## config.mk

```make
export PLATFORM = sky130hd
export DESIGN_NAME = ps2_scancode_decoder
export DESIGN_NICKNAME = d
export VERILOG_FILES = /design/src/rtl/ps2_pkg.sv /design/src/rtl/ps2_char_fifo.sv /design/src/rtl/ps2_scancode_decoder.sv
export SDC_FILE = /design/constraint.sdc
export NUM_CORES = 1
export LEC_CHECK = 0
export CAP_MARGIN = 20
export CORE_UTILIZATION = 50
export CTS_CLUSTER_DIAMETER = 50
export DETAILED_ROUTE_END_ITERATION = 6
export MAX_ROUTING_LAYER = met4
export PLACE_DENSITY = 0.7
export SLEW_MARGIN = 20
export SYNTH_ARGS = -nofsm -noshare
export SYNTH_HDL_FRONTEND = slang
export SYNTH_SLANG_ARGS = --single-unit
```

## constraint.sdc

```tcl
create_clock -name clk -period 2.4 [get_ports clk]
set_clock_uncertainty 0.15 [all_clocks]
set_input_delay 0.36 -clock clk [delete_from_list [all_inputs] [get_ports clk]]
set_output_delay 0.36 -clock clk [all_outputs]
set_load 0.005 [all_outputs]
```

## src/rtl/ps2_pkg.sv

```systemverilog
// Shared PS/2 Set-2 scancode constants and types for the scancode-to-ASCII decoder.
package ps2_pkg;

  localparam logic [7:0] SC_EXT      = 8'hE0;
  localparam logic [7:0] SC_BRK      = 8'hF0;
  localparam logic [7:0] SC_PAUSE    = 8'hE1;
  localparam logic [7:0] SC_LSHIFT   = 8'h12;
  localparam logic [7:0] SC_RSHIFT   = 8'h59;
  localparam logic [7:0] SC_CAPS     = 8'h58;
  localparam logic [7:0] SC_BAT_OK   = 8'hAA;
  localparam logic [7:0] SC_ACK      = 8'hFA;
  localparam logic [7:0] SC_RESEND   = 8'hFE;
  localparam logic [7:0] SC_ERR0     = 8'h00;
  localparam logic [7:0] SC_ERR1     = 8'hFF;
  localparam logic [7:0] SC_ENTER    = 8'h5A;
  localparam logic [7:0] SC_KP_SLASH = 8'h4A;

  typedef enum logic [1:0] {StIdle, StExt, StBrk, StExtBrk} prefix_state_t;

  typedef struct packed {
    logic       hit;
    logic [7:0] ascii;
  } xlat_t;

  // Keyboard-controller status bytes that carry no key information.
  function automatic logic is_ctrl_byte(logic [7:0] b);
    return (b == SC_BAT_OK) || (b == SC_ACK) || (b == SC_RESEND) ||
           (b == SC_ERR0) || (b == SC_ERR1);
  endfunction

endpackage

```

## src/rtl/ps2_char_fifo.sv

```systemverilog
// Synchronous character FIFO; a push into a full FIFO is accepted only with a same-cycle pop.
module ps2_char_fifo #(
  parameter int unsigned DEPTH = 4,
  localparam int unsigned AW   = $clog2(DEPTH)
) (
  input  logic          clk,
  input  logic          rst_n,
  input  logic          push_i,
  input  logic [7:0]    data_i,
  input  logic          pop_i,
  output logic [7:0]    data_o,
  output logic          full_o,
  output logic          empty_o,
  output logic [AW:0]   count_o
);

  logic [7:0]    mem_q [DEPTH];
  logic [AW-1:0] wptr_q, rptr_q;
  logic [AW:0]   count_q;
  logic          do_push, do_pop;

  assign empty_o = (count_q == '0);
  assign full_o  = (count_q == (AW+1)'(DEPTH));
  assign do_pop  = pop_i && !empty_o;
  assign do_push = push_i && (!full_o || do_pop);
  assign data_o  = mem_q[rptr_q];
  assign count_o = count_q;

  always_ff @(posedge clk or negedge rst_n) begin
    if (!rst_n) begin
      wptr_q  <= '0;
      rptr_q  <= '0;
      count_q <= '0;
    end else begin
      if (do_push) wptr_q <= wptr_q + AW'(1);
      if (do_pop)  rptr_q <= rptr_q + AW'(1);
      case ({do_push, do_pop})
        2'b10:   count_q <= count_q + (AW+1)'(1);
        2'b01:   count_q <= count_q - (AW+1)'(1);
        default: count_q <= count_q;
      endcase
    end
  end

  // Storage needs no reset: entries are only read once counted as valid.
  always_ff @(posedge clk) begin
    if (do_push) mem_q[wptr_q] <= data_i;
  end

endmodule

```

## src/rtl/ps2_scancode_decoder.sv

```systemverilog
// PS/2 Set-2 scancode stream to ASCII: prefix tracking, Shift/Caps state, output FIFO.
module ps2_scancode_decoder
  import ps2_pkg::*;
#(
  parameter int unsigned FIFO_DEPTH  = 4,
  parameter bit          ENABLE_CAPS = 1'b1
) (
  input  logic       clk,
  input  logic       rst_n,
  input  logic [7:0] sc_data_i,
  input  logic       sc_valid_i,
  output logic [7:0] ascii_data_o,
  output logic       ascii_valid_o,
  input  logic       ascii_ready_i,
  output logic       shift_held_o,
  output logic       caps_lock_o,
  output logic       overflow_o,
  input  logic       overflow_clr_i
);

  localparam int unsigned CW = $clog2(FIFO_DEPTH) + 1;

  function automatic xlat_t translate(logic [7:0] code, logic shift, logic caps, logic ext);
    logic [7:0] letter, lo, hi;
    xlat_t      r;
    letter = '0;
    lo     = '0;
    hi     = '0;
    r      = '0;
    if (ext) begin
      if (code == SC_ENTER)         r = {1'b1, 8'h0D};
      else if (code == SC_KP_SLASH) r = {1'b1, 8'h2F};
    end else begin
      case (code)
        8'h1C: letter = 8'h61;  8'h32: letter = 8'h62;  8'h21: letter = 8'h63;
        8'h23: letter = 8'h64;  8'h24: letter = 8'h65;  8'h2B: letter = 8'h66;
        8'h34: letter = 8'h67;  8'h33: letter = 8'h68;  8'h43: letter = 8'h69;
        8'h3B: letter = 8'h6A;  8'h42: letter = 8'h6B;  8'h4B: letter = 8'h6C;
        8'h3A: letter = 8'h6D;  8'h31: letter = 8'h6E;  8'h44: letter = 8'h6F;
        8'h4D: letter = 8'h70;  8'h15: letter = 8'h71;  8'h2D: letter = 8'h72;
        8'h1B: letter = 8'h73;  8'h2C: letter = 8'h74;  8'h3C: letter = 8'h75;
        8'h2A: letter = 8'h76;  8'h1D: letter = 8'h77;  8'h22: letter = 8'h78;
        8'h35: letter = 8'h79;  8'h1A: letter = 8'h7A;
        8'h45: {lo, hi} = {8'h30, 8'h29};  8'h16: {lo, hi} = {8'h31, 8'h21};
        8'h1E: {lo, hi} = {8'h32, 8'h40};  8'h26: {lo, hi} = {8'h33, 8'h23};
        8'h25: {lo, hi} = {8'h34, 8'h24};  8'h2E: {lo, hi} = {8'h35, 8'h25};
        8'h36: {lo, hi} = {8'h36, 8'h5E};  8'h3D: {lo, hi} = {8'h37, 8'h26};
        8'h3E: {lo, hi} = {8'h38, 8'h2A};  8'h46: {lo, hi} = {8'h39, 8'h28};
        8'h0E: {lo, hi} = {8'h60, 8'h7E};  8'h4E: {lo, hi} = {8'h2D, 8'h5F};
        8'h55: {lo, hi} = {8'h3D, 8'h2B};  8'h5D: {lo, hi} = {8'h5C, 8'h7C};
        8'h54: {lo, hi} = {8'h5B, 8'h7B};  8'h5B: {lo, hi} = {8'h5D, 8'h7D};
        8'h4C: {lo, hi} = {8'h3B, 8'h3A};  8'h52: {lo, hi} = {8'h27, 8'h22};
        8'h41: {lo, hi} = {8'h2C, 8'h3C};  8'h49: {lo, hi} = {8'h2E, 8'h3E};
        8'h4A: {lo, hi} = {8'h2F, 8'h3F};
        8'h29: {lo, hi} = {8'h20, 8'h20};  8'h5A: {lo, hi} = {8'h0D, 8'h0D};
        8'h66: {lo, hi} = {8'h08, 8'h08};  8'h0D: {lo, hi} = {8'h09, 8'h09};
        8'h76: {lo, hi} = {8'h1B, 8'h1B};
        default: ;
      endcase
      // Letters honour Shift xor Caps; everything else honours Shift only.
      if (letter != '0)  r = {1'b1, (shift ^ caps) ? (letter & 8'hDF) : letter};
      else if (lo != '0) r = {1'b1, shift ? hi : lo};
    end
    return r;
  endfunction

  prefix_state_t state_q, state_d;
  logic          lshift_q, lshift_d, rshift_q, rshift_d, caps_q, caps_d;
  logic          hit_q, hit_d, overflow_q, overflow_d;
  logic [7:0]    char_q, char_d;
  xlat_t         xlat;

  logic          fifo_pop, fifo_full, fifo_empty, drop;
  logic [7:0]    fifo_data;
  logic [CW-1:0] fifo_count;

  assign shift_held_o = lshift_q | rshift_q;
  assign caps_lock_o  = caps_q;
  assign overflow_o   = overflow_q;

  always_comb begin
    state_d  = state_q;
    lshift_d = lshift_q;
    rshift_d = rshift_q;
    caps_d   = caps_q;
    xlat     = '0;
    if (sc_valid_i) begin
      if (sc_data_i == SC_PAUSE) begin
        state_d = StIdle;
      end else begin
        unique case (state_q)
          StIdle: begin
            if (sc_data_i == SC_EXT) begin
              state_d = StExt;
            end else if (sc_data_i == SC_BRK) begin
              state_d = StBrk;
            end else if (is_ctrl_byte(sc_data_i)) begin
              if (sc_data_i == SC_BAT_OK) begin
                lshift_d = 1'b0;
                rshift_d = 1'b0;
              end
            end else begin
              if (sc_data_i == SC_LSHIFT) lshift_d = 1'b1;
              if (sc_data_i == SC_RSHIFT) rshift_d = 1'b1;
              if (ENABLE_CAPS && (sc_data_i == SC_CAPS)) caps_d = !caps_q;
              xlat = translate(sc_data_i, shift_held_o, caps_q, 1'b0);
            end
          end
          StExt: begin
            state_d = StIdle;
            if (sc_data_i == SC_BRK)      state_d = StExtBrk;
            else if (sc_data_i != SC_EXT) xlat = translate(sc_data_i, shift_held_o, caps_q, 1'b1);
          end
          StBrk: begin
            state_d = StIdle;
            if (sc_data_i == SC_LSHIFT) lshift_d = 1'b0;
            if (sc_data_i == SC_RSHIFT) rshift_d = 1'b0;
          end
          StExtBrk: state_d = StIdle;
          default:  state_d = StIdle;
        endcase
      end
    end
    hit_d  = xlat.hit;
    char_d = xlat.ascii;
  end

  assign fifo_pop = ascii_valid_o && ascii_ready_i;
  assign drop     = hit_q && fifo_full && !fifo_pop;

  always_comb begin
    overflow_d = overflow_q;
    if (overflow_clr_i) overflow_d = 1'b0;
    if (drop)           overflow_d = 1'b1;
  end

  always_ff @(posedge clk or negedge rst_n) begin
    if (!rst_n) begin
      state_q    <= StIdle;
      lshift_q   <= 1'b0;
      rshift_q   <= 1'b0;
      caps_q     <= 1'b0;
      hit_q      <= 1'b0;
      char_q     <= 8'h00;
      overflow_q <= 1'b0;
    end else begin
      state_q    <= state_d;
      lshift_q   <= lshift_d;
      rshift_q   <= rshift_d;
      caps_q     <= caps_d;
      hit_q      <= hit_d;
      char_q     <= char_d;
      overflow_q <= overflow_d;
    end
  end

  ps2_char_fifo #(
    .DEPTH (FIFO_DEPTH)
  ) u_fifo (
    .clk     (clk),
    .rst_n   (rst_n),
    .push_i  (hit_q),
    .data_i  (char_q),
    .pop_i   (fifo_pop),
    .data_o  (fifo_data),
    .full_o  (fifo_full),
    .empty_o (fifo_empty),
    .count_o (fifo_count)
  );

  assign ascii_valid_o = !fifo_empty;
  // Head storage is unreset, so hold the output at zero while nothing is queued.
  assign ascii_data_o  = (fifo_count != '0) ? fifo_data : 8'h00;

endmodule
```

==> metrics.md <==
| Metric | Value |
|---|---|
| PwrDens | 514 mW/mm2 |
| Final Hold Viols | 0 |
| Filler cell count in the final layout | 533 |
| Average instance area after synthesis | 9.59 um2 |
| Die width | 90.7 um |
| Unrepaired setup endpoints after global routing | true |
| Area share of the leading cell type in the synthesized netlist | 0.214 |
| Wire length of the first global-routing pass | 22000 um |
| Arrival time reported for the critical path endpoint | 2.49 ns |
| Vias in the first global route | 4049 |
| NetSw | 965 uW |
| PnR Total Power | 2850 uW |
| DRC violations left | 0 |
| Post-route antenna net violation count | 0 |
| Hold crit path type | in -> async |
| Routed wire per std cell | 21.5 um |
| Leading cell types in the layout, fill and taps excluded | 154 x buf_4, 32 x nand2_1, 28 x edfxtp_1 |
| Remaining Overflow, GRT | 0 |
| Combinational share of power | 0.437 |
| Critical Path End | char_q[2] |
| Cell taking the most area after synthesis | edfxtp_1 |
| Final standard cell utilization of the core | 0.747 |
| Area growth syn-to-layout | 40.8% |
| Hold_buf cts | 0 |
| Maximum operating frequency | 415 MHz |
| Main flop type after synthesis | edfxtp_1 |
| Clock share of power | 0.182 |
| Portion of total power attributed to sequential cells | 0.381 |
| Chip Height | 90.7 um |
| CP Class | in -> reg |
| Number of I/O pins | 25 |
| Seq/Total Area, Yosys | 0.348 |
| Count of non-filler cells in the finished layout | 665 |
| TritonRoute pass-1 iters | 6 |
| Proportion of total power due to net switching | 0.339 |
| CTS tree | yes |
| Type of destination of the critical path | register |
| Synth warnings | 0 |
| Top cells by area in the synthesized netlist | edfxtp_1 21%, dfrtp_1 13%, mux4_2 4.0% |
| Gate count after technology mapping | 410 |
| Worst EP required | 2.48 ns |
| Port-buffer cells | 23 |
| FFs w/ async S/R, synth | 0.429 |
| H-tree depth | 2 |
| Initial core utilization | 0.531 |
| Half-perimeter wire length of the detailed placement result | 10700 um |
| Clock transition at the registers of the reported paths | 0.10 ns |
| Cell depth of the worst flop-to-flop path | 9 |
| Floorplan Core Area | 0.00741 mm2 |
| Sort of element at the start of the critical path | primary input |
| Root Buffer Master | clkbuf_8 |
| Initial antenna violation count | 0 |
| Setup violations, final | 2 |
| Routed wire length | 14300 um |
| Final Net Count | 584 |
| Final Worst Setup Slack | -0.00846 ns |
| Cts bufs inserted | 5 |
| Num rows | 31 |
| Final period utilization | 1.00 |
| Number of placed instances with taps included | 633 |
| Post-layout minimum cycle time | 2.41 ns |
| Total Routing Usage GR | 0.365 |
| Placement Setup Slack | -0.588 ns |
| Summed negative setup slack over all endpoints | -0.00915 ns |
| Count of state elements after synthesis | 49 |
| Antenna cell count | 0 |
| Crit-path max FO | 4 |
| Maximum number of pins on one net before global-route repair | 22 |
| Area of the multi-input gates | 0.00244 mm2 |
| Share of post-route cells with drive strength above 1 | 0.419 |
| Deepest clock path buffer count | 2 |
| Failing checks | setup timing |
| Via count | 4170 |
| Number of DRC violations after detailed-routing iteration 0 | 470 |
| Static Leak | 0.00230 uW |
| Latest clock arrival within the worst-skew pair | 0.31 ns |
| Via-to-Cell Ratio | 6.27 |
| Launch point of the critical path | sc_data_i[6] |
| Post-synth EDFFs | 28 |
| Largest voltage drop on the vdd net | 0.504 mV |
| Worst reg2reg setup slack | 0.22 ns |
| Max-capacitance violation count | 0 |
| Global placer's final weighted congestion | 1.04 |
| Post-synthesis cell area | 0.00393 mm2 |
| Floorplan die area | 0.00822 mm2 |
| Reg2reg end | u_fifo.count_o[2] |
| Most common cell after layout, fill and taps aside | buf_4 |
| Sink count of the clock tree | 49 |
| Internal power consumption | 1880 uW |
| Reg area | 0.00137 mm2 |
| Critical register-to-register path startpoint | u_fifo.count_o[0] |
| Outcome | complete, but fails checks |
| Synthesized netlist net count | 429 |
| Number of pins exceeding their max-slew limit in the final report | 0 |
| Count of cell types in the netlist | 83 |
-- registers in the layout, indices dropped and copies added (netlist names) --
register,count
overflow_o,1
char_q,7
lshift_q,1
state_q,2
u_fifo.count_o,3
u_fifo.rptr_q,2
hit_q,1
rshift_q,1
u_fifo.mem_q,28
u_fifo.wptr_q,2
caps_lock_o,1
-- what timing repair did --
action                                  CTS  global route
gates cloned                              2             0
pin swaps                                 9             6
endpoints found under the setup margin   17            12
setup buffers                            16             7
endpoints found under the hold margin     0             0
gates resized for setup                  44            20
-- per-layer routing --
metal | share of wire | up-vias | track usage
met5 | 0 | - | -
met4 | 0.043 | 0 | 0.138
met3 | 0.088 | 59 | 0.0766
met2 | 0.45 | 244 | 0.556
met1 | 0.42 | 1996 | 0.479
li1 | - | 1871 | -
-- kinds of logic (layout without fill, tap and decap cells) --
| logic type | Yosys count | in the layout | share of synthesized area |
|---|---|---|---|
| mux | 13 | 13 | 0.0557 |
| fa+ha+maj | 6 | 6 | 0.0210 |
| other cells | 1 | 1 | 0.000954 |
| simple gates | 172 | 172 | 0.274 |
| flops | 49 | 49 | 0.348 |
| compound gates | 104 | 104 | 0.196 |
| xor+xnor | 12 | 12 | 0.0267 |
| buf+inv | 53 | 209 | 0.0777 |
-- synth_stat cells, types with 4 or more instances --
library cell and count:
a211oi_1 5, a21oi_1 18, a22oi_1 6, a31oi_1 7, a32oi_1 4, and2_1 13
buf_2 16, buf_4 5, buf_6 9, clkbuf_1 7, dfrtp_1 21, edfxtp_1 28
ha_1 5, inv_1 15, mux2i_1 5, mux4_2 7, nand2_1 33, nand2b_1 4
nand3_1 15, nand4_1 5, nor2_1 23, nor2b_1 11, nor3_1 17, nor4_1 7
o2111ai_1 4, o211ai_1 6, o21ai_0 16, o22ai_1 5, or3_1 4, xnor2_1 6
xor2_1 6
-- how the worst min path moves through the flow --
stage | startpoint | endpoint | depth (start not counted)
after floorplan | rst_n | caps_lock_o | 0
after global placement | u_fifo.count_o[2] | u_fifo.count_o[2] | 1
after detailed placement | u_fifo.count_o[2] | u_fifo.count_o[2] | 1
after CTS | rst_n | hit_q | 2
after global routing | rst_n | char_q[0] | 2
final | rst_n | u_fifo.rptr_q[0] | 2
-- layout make-up --
class                           count  area share
Multi-Input combinational cell    308       0.441
Timing Repair Buffer              186       0.262
Sequential cell                    49       0.247
Tap cell                           99      0.0224
Clock buffer                        5      0.0124
Inverter                           15      0.0102
Clock inverter                      3     0.00452
-- power by group through the flow --
| stage | Clock [uW] | Sequential [uW] | Combinational, uW |
|---|---|---|---|
| 6_report | 517 | 1090 | 1240 |
| 5_1_grt | 552 | 1100 | 1340 |
| 4_1_cts | 514 | 1080 | 1190 |
| 3_5_place_dp | 0 | 1130 | 1100 |
| 3_3_place_gp | 0 | 1120 | 1060 |
| 2_1_floorplan | 0 | 1040 | 672 |
-- metrics by stage --
step | instance area [um2] | hold WS (ns)
after floorplan | 3930 | -0.0856
after global placement | 5080 | 0.312
after detailed placement | 5080 | 0.320
after CTS | 5440 | 0.252
after global routing | 5530 | 0.278
final | 5530 | 0.255
-- worst max-delay path: stages --
cell,delay (ns)
dlygate4sd2_1,0.27
buf_2,0.16
or4b_4,0.57
o22ai_4,0.16
a31oi_2,0.06
nor4bb_4,0.16
buf_4,0.17
a21oi_4,0.26
a211oi_2,0.12
nor2_1,0.19
Power figures use the tool's default switching activity.
